<file path="config.mk">
export PLATFORM = sky130hd
export DESIGN_NAME = grf_scoreboard
export DESIGN_NICKNAME = d
export VERILOG_FILES = /design/src/rtl/grf_scoreboard.sv
export SDC_FILE = /design/constraint.sdc
export NUM_CORES = 1
export LEC_CHECK = 0
export CORE_MARGIN = 10
export CORE_UTILIZATION = 34
export DETAILED_ROUTE_END_ITERATION = 7
export SYNTH_ARGS = -nofsm -noshare
export SYNTH_HDL_FRONTEND = slang
export SYNTH_SLANG_ARGS = --single-unit
</file>
<file path="constraint.sdc">
create_clock -name clk -period 9.1 [get_ports clk]
set_clock_uncertainty 0.05 [all_clocks]
set_input_delay 0.91 -clock clk [delete_from_list [all_inputs] [get_ports clk]]
set_output_delay 0.91 -clock clk [all_outputs]
set_load 0.02 [all_outputs]
</file>
<file path="src/rtl/grf_scoreboard.sv">
// grf_scoreboard: per-register write-pending scoreboard driving the decode stall and forward-select hints.
module grf_scoreboard #(
  parameter int LAT_W = 2,
  parameter int CNT_W = 32
) (
  input  logic             clk,
  input  logic             reset,
  input  logic             dec_valid,
  input  logic [4:0]       dec_rs,
  input  logic [4:0]       dec_rt,
  input  logic             dec_use_rs,
  input  logic             dec_use_rt,
  input  logic             dec_wr,
  input  logic [4:0]       dec_dst,
  input  logic [LAT_W-1:0] dec_lat,
  input  logic             wb_we,
  input  logic [4:0]       wb_a3,
  output logic             stall,
  output logic             fwd_rs,
  output logic             fwd_rt,
  output logic [5:0]       pend_cnt,
  output logic [CNT_W-1:0] stall_cnt
);
  logic [31:0] pending, pend_nx;
  logic [31:0][LAT_W-1:0] cnt, cnt_nx;
  logic raw, waw, issue;
  // pending[0] is never set, so register 0 reads as idle everywhere
  assign raw = (dec_use_rs && pending[dec_rs] && cnt[dec_rs] != '0) ||
               (dec_use_rt && pending[dec_rt] && cnt[dec_rt] != '0);
  assign waw = dec_wr && dec_dst != '0 && pending[dec_dst] && cnt[dec_dst] > dec_lat;
  assign stall = dec_valid && (raw || waw);
  assign issue = dec_valid && !stall;
  assign fwd_rs = dec_use_rs && pending[dec_rs] && cnt[dec_rs] == '0 && !(wb_we && wb_a3 == dec_rs);
  assign fwd_rt = dec_use_rt && pending[dec_rt] && cnt[dec_rt] == '0 && !(wb_we && wb_a3 == dec_rt);
  always_comb begin
    pend_nx = pending;
    cnt_nx = cnt;
    for (int i = 1; i < 32; i++) begin
      if (issue && dec_wr && dec_dst == 5'(i)) begin
        pend_nx[i] = 1'b1;
        cnt_nx[i] = dec_lat;
      end else if (wb_we && wb_a3 == 5'(i)) begin
        pend_nx[i] = 1'b0;
        cnt_nx[i] = '0;
      end else begin
        cnt_nx[i] = cnt[i] != '0 ? cnt[i] - LAT_W'(1) : cnt[i];
      end
    end
  end
  always_ff @(posedge clk or negedge reset) begin
    if (!reset) begin
      pending <= '0;
      cnt <= '0;
      pend_cnt <= '0;
      stall_cnt <= '0;
    end else begin
      pending <= pend_nx;
      cnt <= cnt_nx;
      pend_cnt <= 6'($countones(pend_nx));
      stall_cnt <= (stall && !(&stall_cnt)) ? stall_cnt + CNT_W'(1) : stall_cnt;
    end
  end
endmodule

</file>
==> results of run 1 <==
-- worst paths after layout --
kind | depth (start not counted) | endpoint | slack (ns) | start
min | 1 | stall_cnt[21] | 0.39 | reset
max | 28 | pend_cnt[4] | 0.81 | dec_dst[0]
max reg2reg | 26 | pend_cnt[4] | 1.52 | cnt[25]
max in group asynchronous | 2 | cnt[22] | 7.22 | reset
min reg2reg | 1 | stall_cnt[23] | 0.44 | stall_cnt[23]
min in group clk | 1 | stall_cnt[23] | 0.44 | stall_cnt[23]
-- cells in the mapped netlist (5+ instances only) --
cell type / n
dfrtp_1: 131
inv_1: 100
nand2_1: 96
nor2_1: 94
o21ai_0: 75
mux2i_1: 54
xor2_1: 48
mux4_2: 47
ha_1: 41
clkbuf_1: 34
xnor2_1: 26
a21oi_1: 23
fa_1: 23
nand3_1: 22
nor3_1: 22
and3_1: 18
mux2_2: 18
and2_1: 16
nor4_1: 16
buf_2: 14
nand4_1: 14
a21o_1: 12
nand3_2: 12
nand2b_1: 11
nor2b_1: 11
buf_1: 6
mux2_1: 6
a22oi_1: 5
nand4b_1: 5
or2_2: 5
-- metrics by stage --
stage	power, mW	worst slack [ns]	hold slack (ns)	area (um2)
3_3_place_gp	3.47	0.375	0.426	11500
2_1_floorplan	2.87	0.279	0.450	10200
3_5_place_dp	3.54	0.307	0.435	11500
6_report	4.22	0.811	0.393	12100
5_1_grt	4.71	0.338	0.435	12100
4_1_cts	4.27	0.722	0.418	12100
-- state kept, by name, summed over array words and instances, names as in the netlist --
signal,flops
stall_cnt,32
pend_cnt,6
pending,31
cnt,62
-- critical path, stage by stage --
cell	delay, ns
buf_2	0.49
buf_4	0.33
mux4_2	0.51
mux4_2	0.48
mux2i_1	0.16
ha_1	0.25
nand2_1	0.07
nand2_1	0.05
nor3_1	0.34
nor3_4	0.09
buf_12	0.19
and4_1	0.20
a21o_1	0.18
fa_1	0.48
fa_1	0.51
inv_1	0.05
fa_1	0.46
fa_1	0.53
fa_1	0.52
fa_1	0.53
inv_1	0.05
fa_1	0.40
inv_1	0.08
fa_1	0.20
inv_1	0.05
a21o_1	0.17
a21oi_1	0.16
xnor2_1	0.13
-- power by group --
| group | leakage (nW) | internal [mW] | switching [mW] |
|---|---|---|---|
| Combinational | 3.67 | 1.18 | 1.26 |
| Clock | 0.286 | 0.417 | 0.279 |
| Sequential | 1.65 | 0.815 | 0.263 |
| Total | 5.61 | 2.41 | 1.80 |
-- area by class of cell --
type / count / share of cell area
clock buffer: 20 / 0.0377
clock inverter: 12 / 0.0107
inverter: 100 / 0.0310
multi-input combinational: 777 / 0.520
sequential: 131 / 0.271
tap: 390 / 0.0403
timing repair buffer: 117 / 0.0896
-- logic make-up (layout without fill, tap and decap cells) --
kind of cell    after synthesis  after routing  synth area share
buf+inv                     159            249            0.0631
flops                       131            131             0.321
simple gates                367            367             0.187
xor+xnor                     74             74            0.0635
compound gates              146            146            0.0847
mux                         126            126             0.185
fa+ha+maj                    64             64            0.0954
-- layer usage --
metal / wire length [um] / up-vias
met1: 14600 / 4346
li1: - / 3899
met3: 3370 / 55
met4: 747 / 0
met5: 0 / -
met2: 15300 / 400
==> impl_results.rst, run 1 <==
.. list-table::
   :header-rows: 1

   * - Metric
     - Value
   * - Number of buffers added to fix hold violations after cts
     - 0
   * - Fraction of met2 tracks used by global routing
     - 0.273
   * - Post-detailed-route wirelength per cell
     - between 20 and 25 um
   * - Cell count after synthesis
     - between 1,000 and 1,500
   * - # setup viols final
     - 0
   * - GRT met3 Usage
     - 0.0522
   * - Number of enable flip-flop cells after synthesis
     - 0
   * - Insertion delay to the later sink of the worst-skew pair
     - between 0.4 and 0.5 ns
   * - Data arrival time of the critical path
     - approximately 8.6 ns
   * - Share of post-route cells with drive strength above 1
     - 0.152
   * - Final-layout setup total negative slack
     - 0 ns
   * - Reported max-cap violation count
     - 0
   * - Number of global-route vias before repair
     - roughly 8,600
   * - Detail Route Antenna Nets
     - 0
   * - Synth Register Bits
     - 131
   * - Category of the worst setup path capture point
     - flip-flop
   * - Fill cell instance count of the final layout
     - slightly below 3,000
   * - Clock tree from TritonCTS
     - done
   * - Largest fanout on the critical path
     - 33
   * - Vertical die dimension
     - 193 um
   * - CP Data Required Time
     - about 9.4 ns
   * - Post-DR vias/cell
     - 5.62
   * - Total count of max-transition violations in the final report
     - 0
   * - Fraction of post-synthesis cell area in the top cell type by area
     - 0.321
   * - Worst IR Drop VDD
     - between 0.5 and 0.6 mV
   * - Most frequent standard cell in the layout excluding fill and tap cells
     - dfrtp_1
   * - Final period utilization
     - 0.911
   * - Fraction of registers with async set/reset
     - 1.00
   * - Area growth from synthesis to layout
     - 18.6%
   * - Number of vias after detailed routing
     - roughly 8,700
   * - Final Critical Period
     - 8.29 ns
   * - Congestion Overflow GR
     - 0
   * - HP Class
     - in -> async
   * - Number of distinct library cell variants in the gate-level netlist after synthesis
     - between 60 and 70
   * - Total number of nets in the final design
     - between 1,000 and 1,500
   * - Number of gates resized after CTS
     - 0
   * - Clock-pin slew reported for the worst setup and hold paths after clock tree synthesis
     - ~0.060 ns
   * - Syn Nets
     - between 1,000 and 1,500
   * - Busiest metal layer after global routing
     - met2
   * - Area taken by flip-flops and latches
     - roughly 3300 um2
   * - Area of the core
     - just under 30,000 um2
   * - Kind of start point of the critical path
     - input pin
   * - Count of TritonRoute iterations in the first routing pass
     - 6
   * - Post-route non-filler standard cell count
     - around 1,500
   * - Root buffer cell
     - clkbuf_16
   * - Normalized max-slew margin
     - 0.385
   * - Most area-consuming cells after synthesis
     - dfrtp_1, mux4_2, mux2i_1
   * - CTS Buf Count
     - 17
   * - Multi-input gate area in the final layout
     - around 6300 um2
   * - Highest-count cells in the layout ignoring fill and taps
     - dfrtp_1, inv_1, nand2_1
   * - Number of warnings reported in the yosys synthesis log
     - 0
   * - TritonCTS sink count
     - ~130
   * - Setup repair after global routing missed its margin
     - false
   * - Static leakage power
     - between 5 and 6 nW
   * - Met1 usage in global routing
     - 0.245
   * - Wirelength, routed
     - 34,000 um
   * - I/O pin cnt
     - 70
   * - DRC violations left
     - 0
   * - Routability cong.
     - 0.998
   * - Detailed placement HPWL
     - 25,700 um
   * - Largest net degree at the start of global routing
     - roughly 70
   * - Drt initial violations
     - about 840
   * - Power per cell area
     - approximately 350 nW/um2
   * - Final antenna diode count
     - 0
   * - Mean area per synthesized cell
     - around 9.6 um2
   * - Die area
     - around 37,000 um2
   * - Clk buf depth
     - 2
   * - Cell area after synthesis
     - 10,200 um2
   * - Total number of H-tree levels
     - 4
   * - Setup bufs post-CTS
     - 0
   * - Path type of the worst setup path
     - in -> reg
   * - Initial Utilization
     - 0.344
   * - Number of antenna violations at the first check in global routing
     - 0
   * - Post-layout utilization of the core
     - 0.409
   * - Biggest area consumer among synthesized cells
     - dfrtp_1
   * - Die Wd
     - ~190 um
   * - Highest Clock Rate
     - roughly 120 MHz
   * - Outcome
     - complete, no violations
   * - Input/output buffers
     - 69
   * - Count of endpoints failing hold in the final timing report
     - 0
   * - Seq/Total Area, Yosys
     - 0.321
   * - Total Routing Usage GR
     - 0.181
   * - Dominant synthesized flop cell
     - dfrtp_1
   * - Placed insts
     - 1,515
   * - Global-route wire length before repair
     - between 50,000 and 60,000 um
   * - Site row count
     - 63
   * - Slew at the pin with the worst max-slew slack
     - a little over 0.9 ns
(Power assumes the default switching activity.)
==> run 2: changes to the inputs <==
--- a/config.mk
+++ b/config.mk
@@ -8,6 +8,7 @@
 export CORE_MARGIN = 10
 export CORE_UTILIZATION = 34
 export DETAILED_ROUTE_END_ITERATION = 7
+export PLACE_DENSITY = 0.59
 export SYNTH_ARGS = -nofsm -noshare
 export SYNTH_HDL_FRONTEND = slang
 export SYNTH_SLANG_ARGS = --single-unit
==> constraint.sdc (replaced) <==
create_clock -name clk -period 8.5 [get_ports clk]
set_clock_uncertainty 0.05 [all_clocks]
set_input_delay 0.85 -clock clk [delete_from_list [all_inputs] [get_ports clk]]
set_output_delay 0.85 -clock clk [all_outputs]
set_load 0.02 [all_outputs]
==> run 2 against run 1 <==
Effect of this change:
- first-iteration DRC count is 17% higher
- combinational power is 14% higher
- global-route usage is 0.090 points lower
- critical path type unchanged
==> impl_results.rst, run 2 (synthesized netlist as in run 1, its figures left out) <==
.. list-table::
   :header-rows: 1

   * - Metric
     - Value
   * - Crit path max-delay cell type
     - fa_1
   * - Static leakage power
     - 5.72 nW (+1.8%)
   * - Worst IR Drop VDD
     - 0.792 mV (+45%)
   * - Post-detailed-route wirelength per cell
     - 21.8 um (-0.71%)
   * - Kind of start point of the critical path
     - input pin
   * - Initial Utilization
     - 0.344 (unchanged)
   * - Path type of the worst setup path
     - in -> reg
   * - Detailed placement HPWL
     - 26,100 um (+1.5%)
   * - Buffers & Inverters on Critical Path
     - 8 (+1)
   * - Final hold slack
     - 0.356 ns (-0.0371 ns)
   * - Vertical die dimension
     - 193 um (unchanged)
   * - CP Data Required Time
     - 8.80 ns (-0.61 ns)
   * - Area growth from synthesis to layout
     - 20.3%
   * - # setup viols final
     - 0 (unchanged)
   * - Total number of H-tree levels
     - 4 (unchanged)
   * - Largest Register
     - cnt
   * - Setup bufs post-CTS
     - 0 (unchanged)
   * - Highest-count cells in the layout ignoring fill and taps
     - dfrtp_1, inv_1, nand2_1
   * - Reported max-cap violation count
     - 0 (unchanged)
   * - Total Routing Usage GR
     - 0.180 (-0.000905)
   * - Number of vias after detailed routing
     - 8,729 (+0.33%)
   * - Cell family with most CP delay
     - adder cells
   * - Slew at the pin with the worst max-slew slack
     - 0.902 ns (-0.0202 ns)
   * - Setup repair after global routing missed its margin
     - false
   * - Final period utilization
     - 0.949
   * - DRC violations left
     - 0 (unchanged)
   * - Category of the worst setup path capture point
     - flip-flop
   * - Area of the core
     - 29,600 um2 (unchanged)
   * - Final antenna diode count
     - 0 (unchanged)
   * - Count of TritonRoute iterations in the first routing pass
     - 6 (unchanged)
   * - Clk buf depth
     - 2 (unchanged)
   * - Power per cell area
     - 384 nW/um2 (+10%)
   * - Max FFs per register
     - 62 (unchanged)
   * - Count of endpoints failing hold in the final timing report
     - 0 (unchanged)
   * - CTS Buf Count
     - 17 (unchanged)
   * - Insertion delay to the later sink of the worst-skew pair
     - 0.43 ns (about the same)
   * - Wirelength, routed
     - 34,100 um (+0.39%)
   * - Number of global-route vias before repair
     - 8,742 (+1.8%)
   * - Largest net degree at the start of global routing
     - 67 (-5.6%)
   * - Fill cell instance count of the final layout
     - 2,931 (-0.88%)
   * - Detail Route Antenna Nets
     - 0 (unchanged)
   * - HP Class
     - in -> async
   * - Number of antenna violations at the first check in global routing
     - 0 (unchanged)
   * - Number of gates resized after CTS
     - 0 (unchanged)
   * - Largest registers
     - cnt x62, stall_cnt x32, pending x31
   * - Normalized max-slew margin
     - 0.399 (+0.0134)
   * - Die Wd
     - 193 um (unchanged)
   * - TritonCTS sink count
     - 131 (unchanged)
   * - Largest stage delay, worst path
     - 0.57 ns (+0.04 ns)
   * - Die area
     - 37,300 um2 (unchanged)
   * - Number of buffers added to fix hold violations after cts
     - 0 (unchanged)
   * - Drt initial violations
     - 981 (+17%)
   * - Final Critical Period
     - approximately 8 ns
   * - Total number of nets in the final design
     - 1,254 (+1.4%)
   * - Outcome
     - complete, no violations
   * - Most frequent standard cell in the layout excluding fill and tap cells
     - dfrtp_1
   * - Root buffer cell
     - clkbuf_16
   * - Area taken by flip-flops and latches
     - 3280 um2 (unchanged)
   * - Share of post-route cells with drive strength above 1
     - 0.164 (+0.0123)
   * - Final-layout setup total negative slack
     - 0 ns (unchanged)
   * - I/O pin cnt
     - 70 (unchanged)
   * - Total count of max-transition violations in the final report
     - 0 (unchanged)
   * - Post-DR vias/cell
     - 5.58 (-0.76%)
   * - Largest fanout on the critical path
     - 22 (-33%)
   * - Highest Clock Rate
     - around 120 MHz
   * - Critical path's most frequent cell
     - fa_1
   * - Routability cong.
     - 0.994 (-0.42%)
   * - Input/output buffers
     - 69 (unchanged)
   * - Global-route wire length before repair
     - 53,200 um (-0.41%)
   * - Clock-pin slew reported for the worst setup and hold paths after clock tree synthesis
     - 0.07 ns (about the same)
   * - Congestion Overflow GR
     - 0 (unchanged)
   * - Site row count
     - 63 (unchanged)
   * - Data arrival time of the critical path
     - 8.37 ns (-0.23 ns)
   * - Overall power
     - 4.72 mW (+12%)
   * - Clock tree from TritonCTS
     - done
   * - Multi-input gate area in the final layout
     - 6290 um2 (unchanged)
## run 2: changes by cell type in the layout (fill, tap and decap cells not counted)
cell | before | now
inv_6 | 1 | 5
clkbuf_8 | 2 | 0
bufinv_16 | 2 | 3
buf_4 | 45 | 60
clkinv_2 | 4 | 3
buf_12 | 3 | 5
clkinvlp_4 | 2 | 0
## run 2: area by class of cell
type | instances | area share
multi-input cells | 777 | 0.513
flip-flops and latches | 131 | 0.267
repair buffers | 134 | 0.101
well taps | 390 | 0.0397
clock buffers | 18 | 0.0350
inverters | 100 | 0.0306
clock inverters | 14 | 0.0143
## run 2: stage by stage
step                setup WS, ns  utilization  instances  area [um2]
floorplan                  0.118            -       1067       10200
finish                     0.431        0.414       1564       12300
global placement          0.0970        0.394       1532       11700
CTS                        0.463        0.414       1564       12300
detailed placement        0.0176        0.394       1532       11700
global route              0.0802        0.414       1564       12300
## run 2: path summary, 6_finish.rpt
| check | startpoint | to | slack (ns) | cells after the start |
|---|---|---|---|---|
| min reg2reg | stall_cnt[13] | stall_cnt[13] | 0.44 | 1 |
| max in group asynchronous | reset | cnt[20] | 6.74 | 2 |
| max | dec_dst[1] | pend_cnt[4] | 0.43 | 29 |
| max reg2reg | cnt[27] | pend_cnt[4] | 0.91 | 26 |
| min in group clk | stall_cnt[13] | stall_cnt[13] | 0.44 | 1 |
| min | reset | stall_cnt[19] | 0.36 | 1 |
## run 2: power by group
part	internal (mW)	switching (mW)	total (mW)
registers	0.872	0.298	1.17
clock network	0.466	0.313	0.779
logic	1.38	1.38	2.77
total	2.72	2.00	4.72
## run 2: per-layer routing
layer	up-vias	wire, um	GRT usage
met4	0	1090	0.0672
met5	-	0	0
li1	3911	-	-
met1	4290	14100	0.233
met3	73	3550	0.0536
met2	455	15400	0.279
==> run 3: changes to the inputs <==
--- a/config.mk
+++ b/config.mk
@@ -5,10 +5,12 @@
 export SDC_FILE = /design/constraint.sdc
 export NUM_CORES = 1
 export LEC_CHECK = 0
+export CELL_PAD_IN_SITES_DETAIL_PLACEMENT = 0
+export CELL_PAD_IN_SITES_GLOBAL_PLACEMENT = 1
 export CORE_MARGIN = 10
 export CORE_UTILIZATION = 34
 export DETAILED_ROUTE_END_ITERATION = 7
-export PLACE_DENSITY = 0.59
+export PLACE_DENSITY = 0.7
 export SYNTH_ARGS = -nofsm -noshare
 export SYNTH_HDL_FRONTEND = slang
 export SYNTH_SLANG_ARGS = --single-unit
==> constraint.sdc (replaced) <==
create_clock -name clk -period 8.8 [get_ports clk]
set_clock_uncertainty 0.05 [all_clocks]
set_input_delay 0.88 -clock clk [delete_from_list [all_inputs] [get_ports clk]]
set_output_delay 0.88 -clock clk [all_outputs]
set_load 0.02 [all_outputs]
==> run 3 against run 2 <==
Effect of this change:
- power fell by 8.2%
- first-iteration DRC count fell by 12%
- sequential power fell by 3%
- die area did not move
- worst setup slack improved by 0.16 ns
- critical endpoint unchanged
==> impl_results.rst, run 3 (synthesized netlist as in run 1, its figures left out) <==
.. list-table::
   :header-rows: 1

   * - Metric
     - Value
   * - Outcome
     - complete, no violations
   * - Clock-pin slew reported for the worst setup and hold paths after clock tree synthesis
     - 0.08 ns (about the same)
   * - Root buffer cell
     - clkbuf_16
   * - Highest-count cells in the layout ignoring fill and taps
     - dfrtp_1, inv_1, nand2_1
   * - Total number of H-tree levels
     - 4 (unchanged)
   * - CP Data Required Time
     - 9.10 ns (+0.30 ns)
   * - Final Critical Period
     - a little over 8 ns
   * - CTS Buf Count
     - 17 (unchanged)
   * - Power per cell area
     - 357 nW/um2 (-7.2%)
   * - Die area
     - 37,300 um2 (unchanged)
   * - Global-route wire length before repair
     - 53,600 um (+0.86%)
   * - Largest registers
     - cnt x62, stall_cnt x32, pending x31
   * - Final-layout setup total negative slack
     - 0 ns (unchanged)
   * - Die Wd
     - 193 um (unchanged)
   * - Reported max-cap violation count
     - 0 (unchanged)
   * - Routability cong.
     - 0.948 (-4.6%)
   * - Post-layout utilization of the core
     - 0.410 (-0.00456)
   * - Largest Register
     - cnt
   * - Most frequent standard cell in the layout excluding fill and tap cells
     - dfrtp_1
   * - Congestion Overflow GR
     - 0 (unchanged)
   * - Post-DR vias/cell
     - 5.55 (-0.63%)
   * - Detail Route Antenna Nets
     - 0 (unchanged)
   * - Normalized max-slew margin
     - 0.316 (-0.0824)
   * - Total number of nets in the final design
     - 1,237 (-1.4%)
   * - Post-layout instance area
     - 12,100 um2 (-1.1%)
   * - Number of global-route vias before repair
     - 8,603 (-1.6%)
   * - Number of buffers added to fix hold violations after cts
     - 0 (unchanged)
   * - I/O pin cnt
     - 70 (unchanged)
   * - Largest net degree at the start of global routing
     - 77 (+15%)
   * - Category of the worst setup path capture point
     - flip-flop
   * - Count of TritonRoute iterations in the first routing pass
     - 6 (unchanged)
   * - Final period utilization
     - 0.933
   * - Vertical die dimension
     - 193 um (unchanged)
   * - Setup repair after global routing missed its margin
     - false
   * - Clk buf depth
     - 2 (unchanged)
   * - Input/output buffers
     - 69 (unchanged)
   * - DRC violations left
     - 0 (unchanged)
   * - Kind of start point of the critical path
     - input pin
   * - Initial Utilization
     - 0.344 (unchanged)
   * - Final antenna diode count
     - 0 (unchanged)
   * - Max FFs per register
     - 62 (unchanged)
   * - Final hold slack
     - 0.324 ns (-0.0327 ns)
   * - Total Routing Usage GR
     - 0.183 (+0.00236)
   * - Site row count
     - 63 (unchanged)
   * - Drt initial violations
     - 866 (-12%)
   * - Number of vias after detailed routing
     - 8,580 (-1.7%)
   * - Highest Clock Rate
     - around 120 MHz
   * - Number of gates resized after CTS
     - 0 (unchanged)
   * - Number of antenna violations at the first check in global routing
     - 0 (unchanged)
   * - Insertion delay to the later sink of the worst-skew pair
     - 0.45 ns (+0.02 ns)
   * - Area of the core
     - 29,600 um2 (unchanged)
   * - Count of endpoints failing hold in the final timing report
     - 0 (unchanged)
   * - Wirelength, routed
     - 34,400 um (+0.85%)
   * - Largest fanout on the critical path
     - 34 (+55%)
   * - Overall power
     - 4.33 mW (-8.2%)
   * - Area growth from synthesis to layout
     - 19.0%
   * - HP Class
     - in -> async
   * - Data arrival time of the critical path
     - 8.51 ns (+0.14 ns)
   * - Detailed placement HPWL
     - 26,000 um (-0.30%)
   * - Share of post-route cells with drive strength above 1
     - 0.153 (-0.0114)
   * - # setup viols final
     - 0 (unchanged)
   * - Total count of max-transition violations in the final report
     - 0 (unchanged)
   * - Path type of the worst setup path
     - in -> reg
   * - Slew at the pin with the worst max-slew slack
     - 1.03 ns (+0.124 ns)
   * - Post-detailed-route wirelength per cell
     - 22.3 um (+2.0%)
   * - Clock tree from TritonCTS
     - done
   * - TritonCTS sink count
     - 131 (unchanged)
   * - DP Area
     - 11,500 um2 (-1.2%)
   * - Minimum setup slack among reg-to-reg paths
     - 1.21 ns (+0.30 ns)
   * - Worst IR Drop VDD
     - 0.338 mV (-57%)
   * - Setup bufs post-CTS
     - 0 (unchanged)
   * - Static leakage power
     - 5.63 nW (-1.5%)
## run 3: final timing paths
check | start | end | cells after the start
setup / recovery | dec_dst[0] | pend_cnt[4] | 27
hold / removal | reset | stall_cnt[28] | 1
setup reg to reg | cnt[23] | pend_cnt[4] | 26
hold reg to reg | stall_cnt[11] | stall_cnt[11] | 1
max in group asynchronous | reset | cnt[9] | 2
min in group clk | stall_cnt[11] | stall_cnt[11] | 1
## run 3: layout make-up
cell class	count	area, um2
clock buffers	17	425
fillers	2954	17500
flip-flops and latches	131	3280
multi-input cells	777	6290
clock inverters	15	184
well taps	390	488
inverters	100	375
repair buffers	117	1100
## run 3: stage by stage
step	std cells	worst slack (ns)
after global placement	1515	0.150
final	1547	0.591
after detailed placement	1515	0.111
after global routing	1547	0.141
after CTS	1547	0.539
after floorplan	1067	0.00950
## run 3: report_power, final
part | switching (mW) | internal (mW)
Combinational | 1.26 | 1.19
Sequential | 0.284 | 0.841
Clock | 0.346 | 0.410
Total | 1.89 | 2.44
## run 3: worst max-delay path: stages
cell,delay (ns)
buf_2,0.49
mux4_2,0.61
mux4_2,0.49
mux2_2,0.28
ha_1,0.29
nand2_1,0.07
nand2_1,0.05
nor3_1,0.34
nor3_4,0.08
buf_12,0.19
and3_1,0.17
nand2b_1,0.18
fa_1,0.50
fa_1,0.52
inv_1,0.05
fa_1,0.47
fa_1,0.53
fa_1,0.54
fa_1,0.51
inv_1,0.05
fa_1,0.40
inv_1,0.08
fa_1,0.20
inv_1,0.05
a21o_1,0.16
a21oi_1,0.16
xnor2_1,0.14
## run 3: per-layer routing
| metal | GRT usage | up-vias | wire length (um) |
|---|---|---|---|
| met5 | 0 | - | 0 |
| met4 | 0.0526 | 0 | 765 |
| met3 | 0.0443 | 52 | 2840 |
| met2 | 0.270 | 385 | 14900 |
| met1 | 0.258 | 4254 | 15900 |
| li1 | - | 3889 | - |
